File: src/rtl/fetch_queue_if.sv
// rtl/fetch_queue_if.sv - instruction memory and IF/ID handshake signals of the fetch queue
interface fetch_queue_if #(
  parameter int ADDR_W = 6
);
  logic [ADDR_W-1:0] imem_addr;
  logic [31:0]       imem_rdata;
  logic              out_valid;
  logic [31:0]       out_pc;
  logic [31:0]       out_inst;
  logic              out_ready;

  modport master (
    output imem_addr,
    input  imem_rdata,
    output out_valid,
    output out_pc,
    output out_inst,
    input  out_ready
  );

  modport slave (
    input  imem_addr,
    output imem_rdata,
    input  out_valid,
    input  out_pc,
    input  out_inst,
    output out_ready
  );
endinterface

File: src/rtl/fetch_queue.sv
// rtl/fetch_queue.sv - fetch PC owner and prefetch queue of {pc, inst} feeding IF/ID
module fetch_queue #(
  parameter int          DEPTH    = 4,
  parameter logic [31:0] PC_RESET = 32'h0000_0000,
  parameter int          ADDR_W   = 6,
  parameter logic [31:0] NOP      = 32'h0000_0013
) (
  input  logic                     clk,
  input  logic                     rst,
  input  logic                     redirect,
  input  logic [31:0]              redirect_pc,
  output logic [31:0]              fetch_pc,
  output logic [$clog2(DEPTH):0]   count,
  fetch_queue_if.master            bus
);
  localparam int PTR_W = $clog2(DEPTH);
  localparam int CNT_W = PTR_W + 1;

  logic [31:0]      r_pc_mem   [DEPTH];
  logic [31:0]      r_inst_mem [DEPTH];
  logic [PTR_W-1:0] r_wptr;
  logic [PTR_W-1:0] r_rptr;
  logic [CNT_W-1:0] r_count;
  logic [31:0]      r_fetch_pc;

  logic w_valid;
  logic w_full;
  logic w_pop;
  logic w_push;

  assign w_valid = (r_count != '0);
  assign w_full  = (r_count == CNT_W'(DEPTH));
  assign w_pop   = w_valid & bus.out_ready;
  // A full queue still accepts a fetch when the head leaves in the same cycle.
  assign w_push  = ~redirect & (~w_full | w_pop);

  always_ff @(posedge clk or negedge rst) begin
    if (!rst) begin
      r_wptr     <= '0;
      r_rptr     <= '0;
      r_count    <= '0;
      r_fetch_pc <= PC_RESET;
    end else if (redirect) begin
      r_wptr     <= '0;
      r_rptr     <= '0;
      r_count    <= '0;
      r_fetch_pc <= redirect_pc;
    end else begin
      if (w_pop) begin
        r_rptr <= r_rptr + 1'b1;
      end
      if (w_push) begin
        r_wptr     <= r_wptr + 1'b1;
        r_fetch_pc <= r_fetch_pc + 32'd4;
      end
      if (w_push && !w_pop) begin
        r_count <= r_count + 1'b1;
      end else if (w_pop && !w_push) begin
        r_count <= r_count - 1'b1;
      end
    end
  end

  // Storage needs no reset: nothing is read unless count marks it occupied.
  always_ff @(posedge clk) begin
    if (w_push) begin
      r_pc_mem[r_wptr]   <= r_fetch_pc;
      r_inst_mem[r_wptr] <= bus.imem_rdata;
    end
  end

  assign bus.imem_addr = r_fetch_pc[ADDR_W+1:2];
  assign bus.out_valid = w_valid;
  assign bus.out_pc    = w_valid ? r_pc_mem[r_rptr]   : 32'h0;
  assign bus.out_inst  = w_valid ? r_inst_mem[r_rptr] : NOP;
  assign fetch_pc      = r_fetch_pc;
  assign count         = r_count;
endmodule

File: src/flat_wrapper.sv
// flat-port wrapper written by rule: the top's interface ports become plain ports
module fetch_queue_flat 
#(
  parameter int          DEPTH    = 4,
  parameter logic [31:0] PC_RESET = 32'h0000_0000,
  parameter int          ADDR_W   = 6,
  parameter logic [31:0] NOP      = 32'h0000_0013
)
  (clk, rst, redirect, redirect_pc, fetch_pc, count, bus_imem_addr, bus_imem_rdata, bus_out_valid, bus_out_pc, bus_out_inst, bus_out_ready);
  fetch_queue_if #(.ADDR_W(ADDR_W)) bus_i ();
  input  logic clk;
  input  logic rst;
  input  logic redirect;
  input  logic [31:0] redirect_pc;
  output logic [31:0] fetch_pc;
  output logic [$clog2(DEPTH):0] count;
  output wire logic [$bits(bus_i.imem_addr)-1:0] bus_imem_addr;
  input wire logic [$bits(bus_i.imem_rdata)-1:0] bus_imem_rdata;
  output wire logic [$bits(bus_i.out_valid)-1:0] bus_out_valid;
  output wire logic [$bits(bus_i.out_pc)-1:0] bus_out_pc;
  output wire logic [$bits(bus_i.out_inst)-1:0] bus_out_inst;
  input wire logic [$bits(bus_i.out_ready)-1:0] bus_out_ready;
  assign bus_imem_addr = bus_i.imem_addr;
  assign bus_i.imem_rdata = bus_imem_rdata;
  assign bus_out_valid = bus_i.out_valid;
  assign bus_out_pc = bus_i.out_pc;
  assign bus_out_inst = bus_i.out_inst;
  assign bus_i.out_ready = bus_out_ready;
  fetch_queue #(.DEPTH(DEPTH), .PC_RESET(PC_RESET), .ADDR_W(ADDR_W), .NOP(NOP)) u_core (.clk(clk), .rst(rst), .redirect(redirect), .redirect_pc(redirect_pc), .fetch_pc(fetch_pc), .count(count), .bus(bus_i));
endmodule
File: config.mk
export PLATFORM = sky130hd
export DESIGN_NAME = fetch_queue_flat
export DESIGN_NICKNAME = d
export VERILOG_FILES = /design/src/rtl/fetch_queue_if.sv /design/src/rtl/fetch_queue.sv /design/src/flat_wrapper.sv
export SDC_FILE = /design/constraint.sdc
export NUM_CORES = 1
export LEC_CHECK = 0
export BUFFER_PORTS_ARGS = -buffer_cell sky130_fd_sc_hd__buf_2
export CAP_MARGIN = 20
export CORE_MARGIN = 3
export CORE_UTILIZATION = 45
export DETAILED_ROUTE_END_ITERATION = 6
export PLACE_DENSITY = 0.67
export SYNTH_ARGS = -nofsm -noshare
export SYNTH_HDL_FRONTEND = slang
export SYNTH_SLANG_ARGS = --single-unit
File: constraint.sdc
create_clock -name clk -period 3.4 [get_ports clk]
set_input_delay 0.17 -clock clk [delete_from_list [all_inputs] [get_ports clk]]
set_output_delay 0.17 -clock clk [all_outputs]
set_load 0.005 [all_outputs]
# ---- Yosys cells after proc, flatten, opt, wreduce, memory -nomap -nowiden
# Memory sizes are Yosys's and may differ from the RTL's.
# Index checks and enable logic that the tools add are counted.
dict set report classes {
  n_reduce_logical 8
  add_sub_neg 5
  n_mux 13
  n_bitwise 5
  eq_ne 1
}
# op n
set ops {}
lappend ops {{two-way mux 32 bit} 4}
lappend ops {{adder 32 x 3 -> 32 bit, second input constant} 1}
lappend ops {{two-way mux 3 bit} 3}
lappend ops {{two-way mux 2 bit} 4}
lappend ops {{nonzero test 3 bit} 2}
lappend ops {{adder 2 x 1 -> 2 bit, second input constant} 2}
lappend ops {{nonzero test 2 bit} 2}
lappend ops {{adder 3 x 1 -> 3 bit, second input constant} 1}
lappend ops {{== test 3 bit, second input constant} 1}
lappend ops {{subtractor 3 x 1 -> 3 bit, second input constant} 1}
lappend ops {{bitwise AND 1 bit} 2}
lappend ops {{logical AND 1 bit} 2}
lappend ops {{logical NOT 1 bit} 2}
lappend ops {{two-way mux 1 bit} 2}
lappend ops {{NOT 1 bit} 2}
lappend ops {{OR 1 bit} 1}
dict set report totals {
  ramBits 256
  mem_count 2
  out_inout_bits 106
  reg_bits 39
  word_cells 38
}
# name depth width rd rd_clocked_by_memory_dff wr line
set mem_list {}
lappend mem_list {u_core.r_inst_mem 4 32 1 0 1 fetch_queue.sv:20} ;# logic [31:0] r_inst_mem [DEPTH];
lappend mem_list {u_core.r_pc_mem 4 32 1 0 1 fetch_queue.sv:19} ;# logic [31:0] r_pc_mem [DEPTH];

# ---- Longest topological paths before layout
# Gate-level depths: netlist of run 1.
dict set report depth {
  depth_word 9
  depth_mapped 8
}

# ---- Worst setup path after synthesis of run 1
# Ideal clock, no wire load.
dict set report synth_path {
  kind {reg-to-reg}
  startpoint {register u_core.r_count[2], in the netlist u_core.count[2]}
  endpoint {memory u_core.r_inst_mem[0][0], enable pin}
  setup_time_ns 0.429
  stages_incl_launch_ff 4
  arrival_time_ns 2.535
  path_slack_ns 0.436
  synth_period_minus_slack_ns 2.964
  path_cell_list {dfrtp_1 or4b_2 clkbuf_1 and3_1}
}
dict set report synth_via {
  elab_chain_cells 6
}
# element line
set synth_lines {}
lappend synth_lines {{start: declaration} fetch_queue.sv:23} ;# logic [CNT_W-1:0] r_count;
lappend synth_lines {{start signal: assignment} fetch_queue.sv:57} ;# r_count <= r_count + 1'b1;
lappend synth_lines {{start signal: assignment} fetch_queue.sv:59} ;# r_count <= r_count - 1'b1;
lappend synth_lines {{nonzero test 3 bit / == test 3 bit (equally long branches)} {fetch_queue.sv:31, fetch_queue.sv:32}}
lappend synth_lines {{bitwise AND 1 bit / NOT 1 bit (equally long branches)} {fetch_queue.sv:33, fetch_queue.sv:35}}
lappend synth_lines {{OR 1 bit (*)} fetch_queue.sv:35} ;# assign w_push = ~redirect & (~w_full | w_pop);
lappend synth_lines {{bitwise AND 1 bit (*)} fetch_queue.sv:35}
lappend synth_lines {{two-way mux 1 bit (*)} fetch_queue.sv:66} ;# if (w_push) begin
lappend synth_lines {{two-way mux 1 bit (not written as such) (*)} fetch_queue.sv:68} ;# r_inst_mem[r_wptr] <= bus.imem_rdata;
lappend synth_lines {{end: declaration} fetch_queue.sv:20}
# Every way passes the cells marked *; elsewhere a longest branch is shown, timed or not.

# ---- Worst setup path in the final report of run 1
dict set report layout_path {
  startpoint {register u_core.r_rptr[0]}
  endpoint {output port bus_out_pc[20]}
}
dict set report layout_via {
  elab_chain_cells 2
}
# element line
set layout_lines {}
lappend layout_lines {{start: declaration} fetch_queue.sv:22} ;# logic [PTR_W-1:0] r_rptr;
lappend layout_lines {{start signal: assignment} fetch_queue.sv:50} ;# r_rptr <= r_rptr + 1'b1;
lappend layout_lines {{memory read (4 x 32 bit)} n/a}
lappend layout_lines {{two-way mux 32 bit} fetch_queue.sv:74} ;# assign bus.out_pc = w_valid ? r_pc_mem[r_rptr] : 32'h0;
lappend layout_lines {{end: declaration} flat_wrapper.sv:20} ;# output wire logic [$bits(bus_i.out_pc)-1:0] bus_out_pc;
# Every way passes these cells.

==> results of run 1 <==
-- stage by stage --
stage	setup WS (ns)	area (µm²)	hold slack (ns)	util	std cells
floorplan	0.436	11900	-0.126	-	665
global placement	1.01	13100	0.369	0.513	1137
detailed placement	0.975	13100	0.359	0.513	1137
CTS	0.521	14900	0.000832	0.581	1259
global route	0.438	14900	0.00941	0.581	1259
finish	0.618	14900	0.0219	0.581	1259
-- metal layers --
layer	GRT usage	wire, µm	up-vias
met4	0.0349	321	0
li1	-	-	3105
met3	0.0362	1680	24
met5	0	0	-
met2	0.288	12500	217
met1	0.260	11100	3510
-- cell families after synthesis --
kind of cell    synth area share
flops                      0.726
simple gates              0.0836
mux                        0.125
buf+inv                   0.0219
compound gates            0.0278
xor+xnor                 0.00881
fa+ha+maj                0.00692
-- how the worst max path moves through the flow --
| stage | from | endpoint | slack [ns] |
|---|---|---|---|
| final | u_core.r_rptr[0]$_DFFE_PN0P_ | bus_out_pc[20] | 0.62 |
| after global routing | u_core.r_rptr[0]$_DFFE_PN0P_ | bus_out_pc[20] | 0.44 |
| after detailed placement | u_core.count[0]$_DFFE_PN0P_ | u_core.count[2]$_DFFE_PN0P_ | 0.98 |
| after CTS | u_core.r_rptr[0]$_DFFE_PN0P_ | bus_out_pc[20] | 0.52 |
| after global placement | u_core.count[0]$_DFFE_PN0P_ | u_core.count[2]$_DFFE_PN0P_ | 1.01 |
| after floorplan | u_core.count[2]$_DFFE_PN0P_ | u_core.r_inst_mem[0][0]$_DFFE_PP_ | 0.44 |
-- area by class of cell --
type,instances,area share
clock buffer,32,0.0516
clock inverter,24,0.0219
inverter,13,0.00328
multi-input combinational,314,0.204
sequential,295,0.582
tap,330,0.0277
timing repair buffer,251,0.109
-- layout by cell type, fill, tap and decap left out, types with 5 or more instances in the layout --
master           n
nand2_1         29
clkinv_2         6
nor2_1          23
o31ai_1         13
nand3_1         11
ha_1             5
inv_1           11
buf_4           11
dfrtp_1         37
dlygate4sd3_1   66
clkinvlp_4       6
clkbuf_16       30
bufinv_16        7
buf_2          173
a31oi_1         16
or4_1           16
xnor2_1          8
and2_1          61
edfxtp_1       256
o21ai_0         13
nand4_1          6
mux4_2          64
-- flip-flops by register name, indices dropped and copies added (netlist names) --
signal / cells
u_core.r_rptr: 2
u_core.r_wptr: 2
u_core.count: 3
u_core.r_pc_mem: 128
u_core.r_inst_mem: 128
u_core.fetch_pc: 32
-- cell usage after synthesis (4+ instances only) --
| library cell | number |
|---|---|
| and2_1 | 61 |
| buf_2 | 7 |
| dfrtp_1 | 39 |
| ha_1 | 5 |
| or3_1 | 4 |
| nor3_1 | 4 |
| nand3_1 | 11 |
| nand2_1 | 29 |
| buf_4 | 7 |
| xnor2_1 | 8 |
| and3_1 | 6 |
| nor2_1 | 23 |
| edfxtp_1 | 256 |
| clkbuf_1 | 20 |
| nand4_1 | 6 |
| nor4_1 | 4 |
| or4_1 | 16 |
| o21ai_0 | 13 |
| o31ai_1 | 13 |
| inv_1 | 11 |
| a31oi_1 | 16 |
| mux4_2 | 64 |
| xor2_1 | 4 |
| buf_1 | 6 |
-- worst register-to-register path, stage by stage, from the launching register on --
cell	delay, ns
dfrtp_1	0.44
or4b_2	0.86
and3_1	0.26
fa_1	0.38
nor2_1	0.11
mux2i_1	0.08
o221a_2	0.23
-- power groups by stage --
| stage | sequential [µW] | combinational (µW) | clock, µW |
|---|---|---|---|
| final | 4670 | 2270 | 3530 |
| after global routing | 4730 | 2520 | 3770 |
| after CTS | 4680 | 2330 | 3610 |
| after detailed placement | 4760 | 2270 | 0 |
| after global placement | 4740 | 2260 | 0 |
| after floorplan | 4590 | 1430 | 0 |
==> results.cfg, run 1 <==
[outcome]
outcome = finished clean

[critical_path]
critical_path_depth = 4
critPathBufInv = 2
start_kind = flip-flop
path_delay_family = flip-flops
cp-end-kind = output port
r2r-end = u_core.count[2]$_DFFE_PN0P_
cp_slowest_cell = dfrtp_4
crit_type = flip-flop to output port
max_stage_delay_ns = 0.86
arrival_ns = 2.61
ff2ff_setup_slack_ns = 0.94
reg2reg_depth = 6
r2r-start = u_core.count[0]$_DFFE_PN0P_
worstPathCellList = buf_4 -> mux4_2 -> and2_1 -> buf_2
critPathMaxFanout = 33
cp.required_ns = 3.23

[routing]
dr.pass1.iters = 5
ant_nets = 0
num_vias = 6856
avgRoutedWirePerCell_um = 20.4
drc = 0
vias_per_cell = 5.45
drt-initial-drc-count = 484
drt-total-wl_um = 25600

[pwr]
power_density_nw_per_um2 = 703
p_clk_frac = 0.337
internal_power_uw = 7740
p_sw_uw = 2730
vdd_drop_max_v = 0.000507
leakagePower_uw = 0.00530
p_comb_frac = 0.216
swShare = 0.261
power_uw = 10500
p_seq_frac = 0.446

[timing]
fin_crit_ns = 2.78
rsz0062_at_grt = no
hold_viol = 0
max_freq_mhz = 359
skew_ns = 0.00883
tns_ns = 0
timing.final.crit_share = 0.818
worst_pin_slew_ns = 1.06
drv_slew = 0
max-slew-margin-rel = 0.297
setup_viol_count_final = 0

[clocking]
clk_latency_ns = 0.54
clockBufferDepth = 3
cts_setup_buffers = 0
clk_pin_slew_ns = 0.06
cts_sinks = 295
postCtsHoldBufs = 66
cts-buffers-inserted = 30
ctsResizeCount = 0
cts_tree = built
htree_levels = 1
root_buffer = clkbuf_16

[floorplanning]
ios = 174
die_area_um2 = 28500
core_area_um2 = 25600
row_count = 58
die_h_um = 169
initial_core_util = 0.466
die_width_um = 169

[finish]
fill_cells = 1946
drive_gt1_frac = 0.343
antennaDiodeCount = 0
multi_input_area_um2 = 3030
seq_area_um2 = 8670
area_delta_synth_final_pct = 24.7
final_nets = 979

[worst_hold_path]
min-delay-start = redirect
whs_endpoint = u_core.count[2]$_DFFE_PN0P_
min_path_cells = 3
hp-class = input port to flip-flop

[yosys]
synthFlopType = edfxtp_1
synth_area_leader_cell = edfxtp_1
ys_warn_count = 0
synthTopCellsByArea = edfxtp_1, mux4_2, dfrtp_1
ys_seq_area_frac = 0.726
ys_types = 46
syn_area_per_cell_um2 = 17.9
netlist.area_leader.share = 0.644
synth_area_um2 = 11900
synth_edf_count = 256
synth_seq_cells = 295
postSynthCellCount = 665
async_reset_ff_frac = 0.132
syn_nets = 739

[grt]
grt_max_degree = 65
grt_pass1_vias = 7019
overflow = 0
grt_first_pass_wirelength_um = 39900
antenna_found_initial = 0
track_usage = 0.179

[job]
maxCapViolations = 0

[placed_design]
place_congestion = 0.781
port_buffers = 173
hpwl_um = 15100
(Power assumes the default switching activity.)
==> inputs of run 2 (changes only) <==
- ABC_AREA: default -> 1
- clock period: 3.4 -> 2.9 ns (I/O delays scaled with it)
==> run 2 against run 1 <==
Against the previous run: power increased by 13%; critical path depth unchanged; sequential power increased by 17%; final cell count increased by 43%.
==> results.cfg, run 2 <==
[routing]
avgRoutedWirePerCell_um = 17.2
ant_nets = 0
dr.pass1.iters = 5
drt-total-wl_um = 30800
num_vias = 9226
drc = 0
drt-initial-drc-count = 717
vias_per_cell = 5.13

[grt]
antenna_found_initial = 0
met3_usage = 0.0313
use_met1 = 0.278
track_usage = 0.203
grt_first_pass_wirelength_um = 49500
grt_pass1_vias = 9109
use_met2 = 0.341
overflow = 0
grt_max_degree = 85
top_usage_layer = met2

[placed_design]
hpwl_um = 17900
place_congestion = 0.922
port_buffers = 173

[pwr]
vdd_drop_max_v = 0.000401
power_uw = 11800
internal_power_uw = 8190
power_density_nw_per_um2 = 763
leakagePower_uw = 0.00594
swShare = 0.306
p_comb_frac = 0.238
p_clk_frac = 0.300
p_sw_uw = 3600
p_seq_frac = 0.462

[floorplanning]
die_area_um2 = 30100
ios = 174
core_area_um2 = 27300
initial_core_util = 0.464
die_h_um = 174
row_count = 60
die_width_um = 174

[critical_path]
start_kind = flip-flop
arrival_ns = 2.53
cp.required_ns = 2.76
cp-end-kind = output port
crit_type = flip-flop to output port
max_stage_delay_ns = 0.66
critPathMaxFanout = 43
worstPathCellList = buf_4 -> nor2_1 -> o311ai_0 -> buf_2
reg2reg_depth = 5
cp_slowest_cell = dfrtp_4

[timing]
fin_crit_ns = 2.68
hold_viol = 0
timing.final.crit_share = 0.923
worst_pin_slew_ns = 0.961
rsz0062_at_grt = no
max_freq_mhz = 373
tns_ns = 0
skew_ns = 0.0233
setup_viol_count_final = 0
drv_slew = 0
max-slew-margin-rel = 0.359

[outcome]
outcome = finished clean

[finish]
layout_common_cells = nor2_1, edfxtp_1, buf_2
mostFrequentLayoutCell = nor2_1
multi_input_area_um2 = 3500
final_nets = 1479
area_delta_synth_final_pct = 22.2
fill_cells = 2276
seq_area_um2 = 8670
antennaDiodeCount = 0
drive_gt1_frac = 0.175

[clocking]
htree_levels = 1
clockBufferDepth = 3
root_buffer = clkbuf_16
cts_setup_buffers = 0
clk_latency_ns = 0.55
cts_sinks = 295
cts-buffers-inserted = 30
clk_pin_slew_ns = 0.06
cts_tree = built

[yosys]
synth.most_common_cell = nor2_1
synth_edf_count = 256
synth_seq_cells = 295
synthTopCellsByArea = edfxtp_1, nor2_1, dfrtp_1
postSynthCellCount = 1185
synth_area_leader_cell = edfxtp_1
async_reset_ff_frac = 0.132
netlist_top_cells_count = nor2_1, edfxtp_1, nand2_1
ys_types = 33
ys_seq_area_frac = 0.685
synthFlopType = edfxtp_1
synth_area_um2 = 12600
ys_warn_count = 0
syn_area_per_cell_um2 = 10.7
syn_nets = 1259
netlist.area_leader.share = 0.608

[worst_hold_path]
min_path_cells = 3
hp-class = input port to flip-flop

[job]
maxCapViolations = 0
run 2: cell types whose count changed in the layout (fill, tap and decap cells not counted), moves of 11 or more:
cell,change
inv_1,+36
a31oi_1,-15
a21oi_1,+64
mux4_2,-64
o21ai_1,+11
nand2_1,+130
nor2_1,+284
and2_1,-61
o31ai_1,-13
o21ai_0,+119
nand3_1,+30
or4_1,-16
run 2: cell families after synthesis:
kind of cell,Yosys count,share of synthesized area
buffers and inverters,118,0.0401
flip-flops,295,0.685
AO/OA/AOI/OAI,227,0.0937
adder cells (fa/ha/maj),6,0.00653
AND/OR/NAND/NOR,532,0.170
XOR/XNOR,7,0.00485
run 2: critical path, delay by kind of cell (launching register included):
kind,cells,cell delay (ns)
AOI/OAI and AO/OA,1,0.49
buffers and inverters,2,0.70
DFF,1,0.66
and+or+nand+nor,1,0.11
run 2: path summary, 6_finish.rpt:
check                                                     endpoint  slack, ns                           start
worst max register to register  u_core.r_inst_mem[0][16]$_DFFE_PP_       0.80     u_core.count[0]$_DFFE_PN0P_
worst min-delay path                u_core.fetch_pc[1]$_DFFE_PN0P_        0.1                        redirect
min in group asynchronous          u_core.fetch_pc[29]$_DFFE_PN0N_       0.29                             rst
max in group asynchronous             u_core.r_rptr[0]$_DFFE_PN0P_       1.90                             rst
worst max-delay path                               bus_out_inst[4]       0.22    u_core.r_rptr[0]$_DFFE_PN0P_
worst min register to register     u_core.r_pc_mem[3][1]$_DFFE_PP_       0.54  u_core.fetch_pc[1]$_DFFE_PN0P_
run 2: area by class of cell:
type,count,share of cell area
Timing Repair Buffer,254,0.112
Clock buffer,42,0.0529
Tap cell,372,0.0301
Inverter,52,0.0127
Multi-Input combinational cell,772,0.227
Clock inverter,11,0.00502
Sequential cell,295,0.561
run 2: what timing repair did:
item                      in CTS  in global routing
hold buffers                  65                  0
resized for setup              0                  0
hold endpoints to repair     199                  0
run 2: routing by layer:
metal / vias to the layer above / routed length, µm
met5: - / 0
met4: 0 / 638
met3: 46 / 1940
met2: 327 / 14700
met1: 4367 / 13500
li1: 4486 / -
run 2: per-stage QoR:
step	util	hold WS (ns)	cells	cell area, µm²	worst slack [ns]
final	0.567	0.0959	1798	15500	0.223
after global routing	0.567	0.124	1798	15500	0.0683
after CTS	0.567	0.0698	1798	15500	0.298
after detailed placement	0.510	0.351	1680	13900	0.762
after global placement	0.510	0.338	1680	13900	0.824
after floorplan	-	-0.151	1185	12700	-0.0399
run 2: power groups by stage:
| stage | sequential, µW | combinational [µW] | clock, µW |
|---|---|---|---|
| finish | 5450 | 2810 | 3540 |
| global route | 5500 | 3160 | 3800 |
| CTS | 5450 | 2860 | 3620 |
| detailed placement | 5540 | 2780 | 0 |
| global placement | 5520 | 2760 | 0 |
| floorplan | 5390 | 1610 | 0 |
==> inputs of run 3 (changes only) <==
- CORE_UTILIZATION: 45 -> 52
- PLACE_DENSITY: 0.67 -> 0.78
- RECOVER_POWER: default -> 25
- clock period: 2.9 -> 2.4 ns (I/O delays scaled with it)
==> run 3 against run 2 <==
Against the previous run: final area grew 0.51%; critical path depth grew 1; clock power grew 23%; combinational power grew 32%; sequential share of layout area shrank 0.28 points; final cell count shrank 2.5%; global-route usage grew 4.1 points; flip-flop and latch count is the same; routed wire length grew 5.0%; clock skew shrank 0.011 ns; critical path type unchanged; largest power group unchanged; highest routed layer unchanged.
==> results.cfg, run 3 (synthesis results as in run 2) <==
[outcome]
outcome = finished clean

[grt]
grt_first_pass_wirelength_um = 50500
grt_max_degree = 66
antenna_found_initial = 0
overflow = 0
grt_pass1_vias = 9608
track_usage = 0.243

[clocking]
cts-buffers-inserted = 29
root_buffer = clkbuf_16
clockBufferDepth = 3
cts_tree = built
clk_pin_slew_ns = 0.06
clk_latency_ns = 0.54
htree_levels = 1
cts_sinks = 295

[floorplanning]
die_area_um2 = 26200
ios = 174
die_h_um = 162
row_count = 56
core_area_um2 = 23700
die_width_um = 162
initial_core_util = 0.534

[pwr]
internal_power_uw = 10100
power_uw = 14600
leakagePower_uw = 0.00595
vdd_drop_max_v = 0.000554
swShare = 0.310
power_density_nw_per_um2 = 940
p_comb_frac = 0.254
p_sw_uw = 4520
p_clk_frac = 0.298
p_seq_frac = 0.448

[timing]
drv_slew = 0
hold_viol = 0
timing.final.crit_share = 0.952
fin_crit_ns = 2.28
max_freq_mhz = 438
skew_ns = 0.0118
worst_pin_slew_ns = 1.43
rsz0062_at_grt = no
fin_hold_ws_ns = 0.0325
max-slew-margin-rel = 0.0446
setup_viol_count_final = 0

[routing]
vias_per_cell = 5.44
ant_nets = 0
dr.pass1.iters = 5
drt-total-wl_um = 32400
num_vias = 9532
avgRoutedWirePerCell_um = 18.5
drt-initial-drc-count = 833
drc = 0

[critical_path]
crit_type = flip-flop to output port
critPathBufInv = 3
worstPathCellList = clkinv_4 -> buf_6 -> nor2_1 -> o311ai_1 -> buf_2
cp_slowest_cell = dfrtp_4
cp.required_ns = 2.28
start_kind = flip-flop
arrival_ns = 2.16
cp-end-kind = output port
critPathMaxFanout = 28
path_delay_family = buffers and inverters
max_stage_delay_ns = 0.53

[placed_design]
hpwl_um = 19100
port_buffers = 173
place_congestion = 0.917

[finish]
final_nets = 1487
drive_gt1_frac = 0.161
antennaDiodeCount = 0
layout_common_cells = nor2_1, edfxtp_1, nand2_1
area_delta_synth_final_pct = 22.8
fill_cells = 1815
mostFrequentLayoutCell = nor2_1

[job]
maxCapViolations = 0

[worst_hold_path]
hp-class = input port to flip-flop
==> run 3: final timing paths <==
path	start	to	slack (ns)	cells after the start
max	u_core.r_rptr[0]$_DFFE_PN0P_	bus_out_inst[0]	0.12	5
min	redirect	u_core.fetch_pc[5]$_DFFE_PN0N_	0.03	4
max reg2reg	u_core.count[0]$_DFFE_PN0P_	u_core.count[2]$_DFFE_PN0P_	0.40	9
min reg2reg	u_core.r_wptr[0]$_DFFE_PN0N_	u_core.r_wptr[0]$_DFFE_PN0N_	0.57	1
max in group asynchronous	rst	u_core.r_rptr[0]$_DFFE_PN0P_	0.92	2
min in group asynchronous	rst	u_core.fetch_pc[28]$_DFFE_PN0N_	0.45	2
==> run 3: repair_timing <==
item,CTS,global route
hold buffers,65,0
pin swaps,0,1
gates cloned,1,1
gates resized for setup,4,2
endpoints found under the setup margin,3,3
buffers inserted,0,1
endpoints found under the hold margin,183,0
==> run 3: cell type report <==
type                       count  area (µm²)  share of cell area
timing repair buffer         263        1850               0.119
tap                          319         399              0.0257
sequential                   295        8670               0.558
clock buffer                  31         733              0.0472
inverter                      52         200              0.0129
clock inverter                21         181              0.0117
multi-input combinational    772        3500               0.226
==> run 3: power by group through the flow <==
stage / Sequential, µW / Combinational (µW) / Clock (µW)
after floorplan: 6520 / 1950 / 0
after global placement: 6600 / 3430 / 0
after detailed placement: 6630 / 3490 / 0
after CTS: 6530 / 3660 / 4420
after global routing: 6590 / 4120 / 4650
final: 6540 / 3710 / 4350
==> run 3: worst reg2reg max path: stages, from the launching register on <==
cell and delay, ns:
dfrtp_1 0.44, inv_1 0.16, nand4_4 0.15, nand2_2 0.35, nor2_2 0.13, fa_1 0.38, inv_1 0.08, nand3_1 0.07
nand3_1 0.10, inv_1 0.04
==> run 3: through the flow <==
step | worst slack [ns] | instances | area (µm²) | setup TNS [ns] | util
after floorplan | -0.540 | 1185 | 12700 | -138.21 | -
after global placement | 0.415 | 1633 | 13900 | 0 | 0.588
after detailed placement | 0.419 | 1633 | 13900 | 0 | 0.588
after CTS | 0.0291 | 1751 | 15500 | 0 | 0.656
after global routing | 0.0183 | 1753 | 15500 | 0 | 0.656
final | 0.116 | 1753 | 15500 | 0 | 0.656
==> run 3: metal layers <==
layer | wire, µm | GRT usage
met4 | 731 | 0.0710
met2 | 16000 | 0.418
met5 | 0 | 0
met3 | 2280 | 0.0296
met1 | 13300 | 0.329
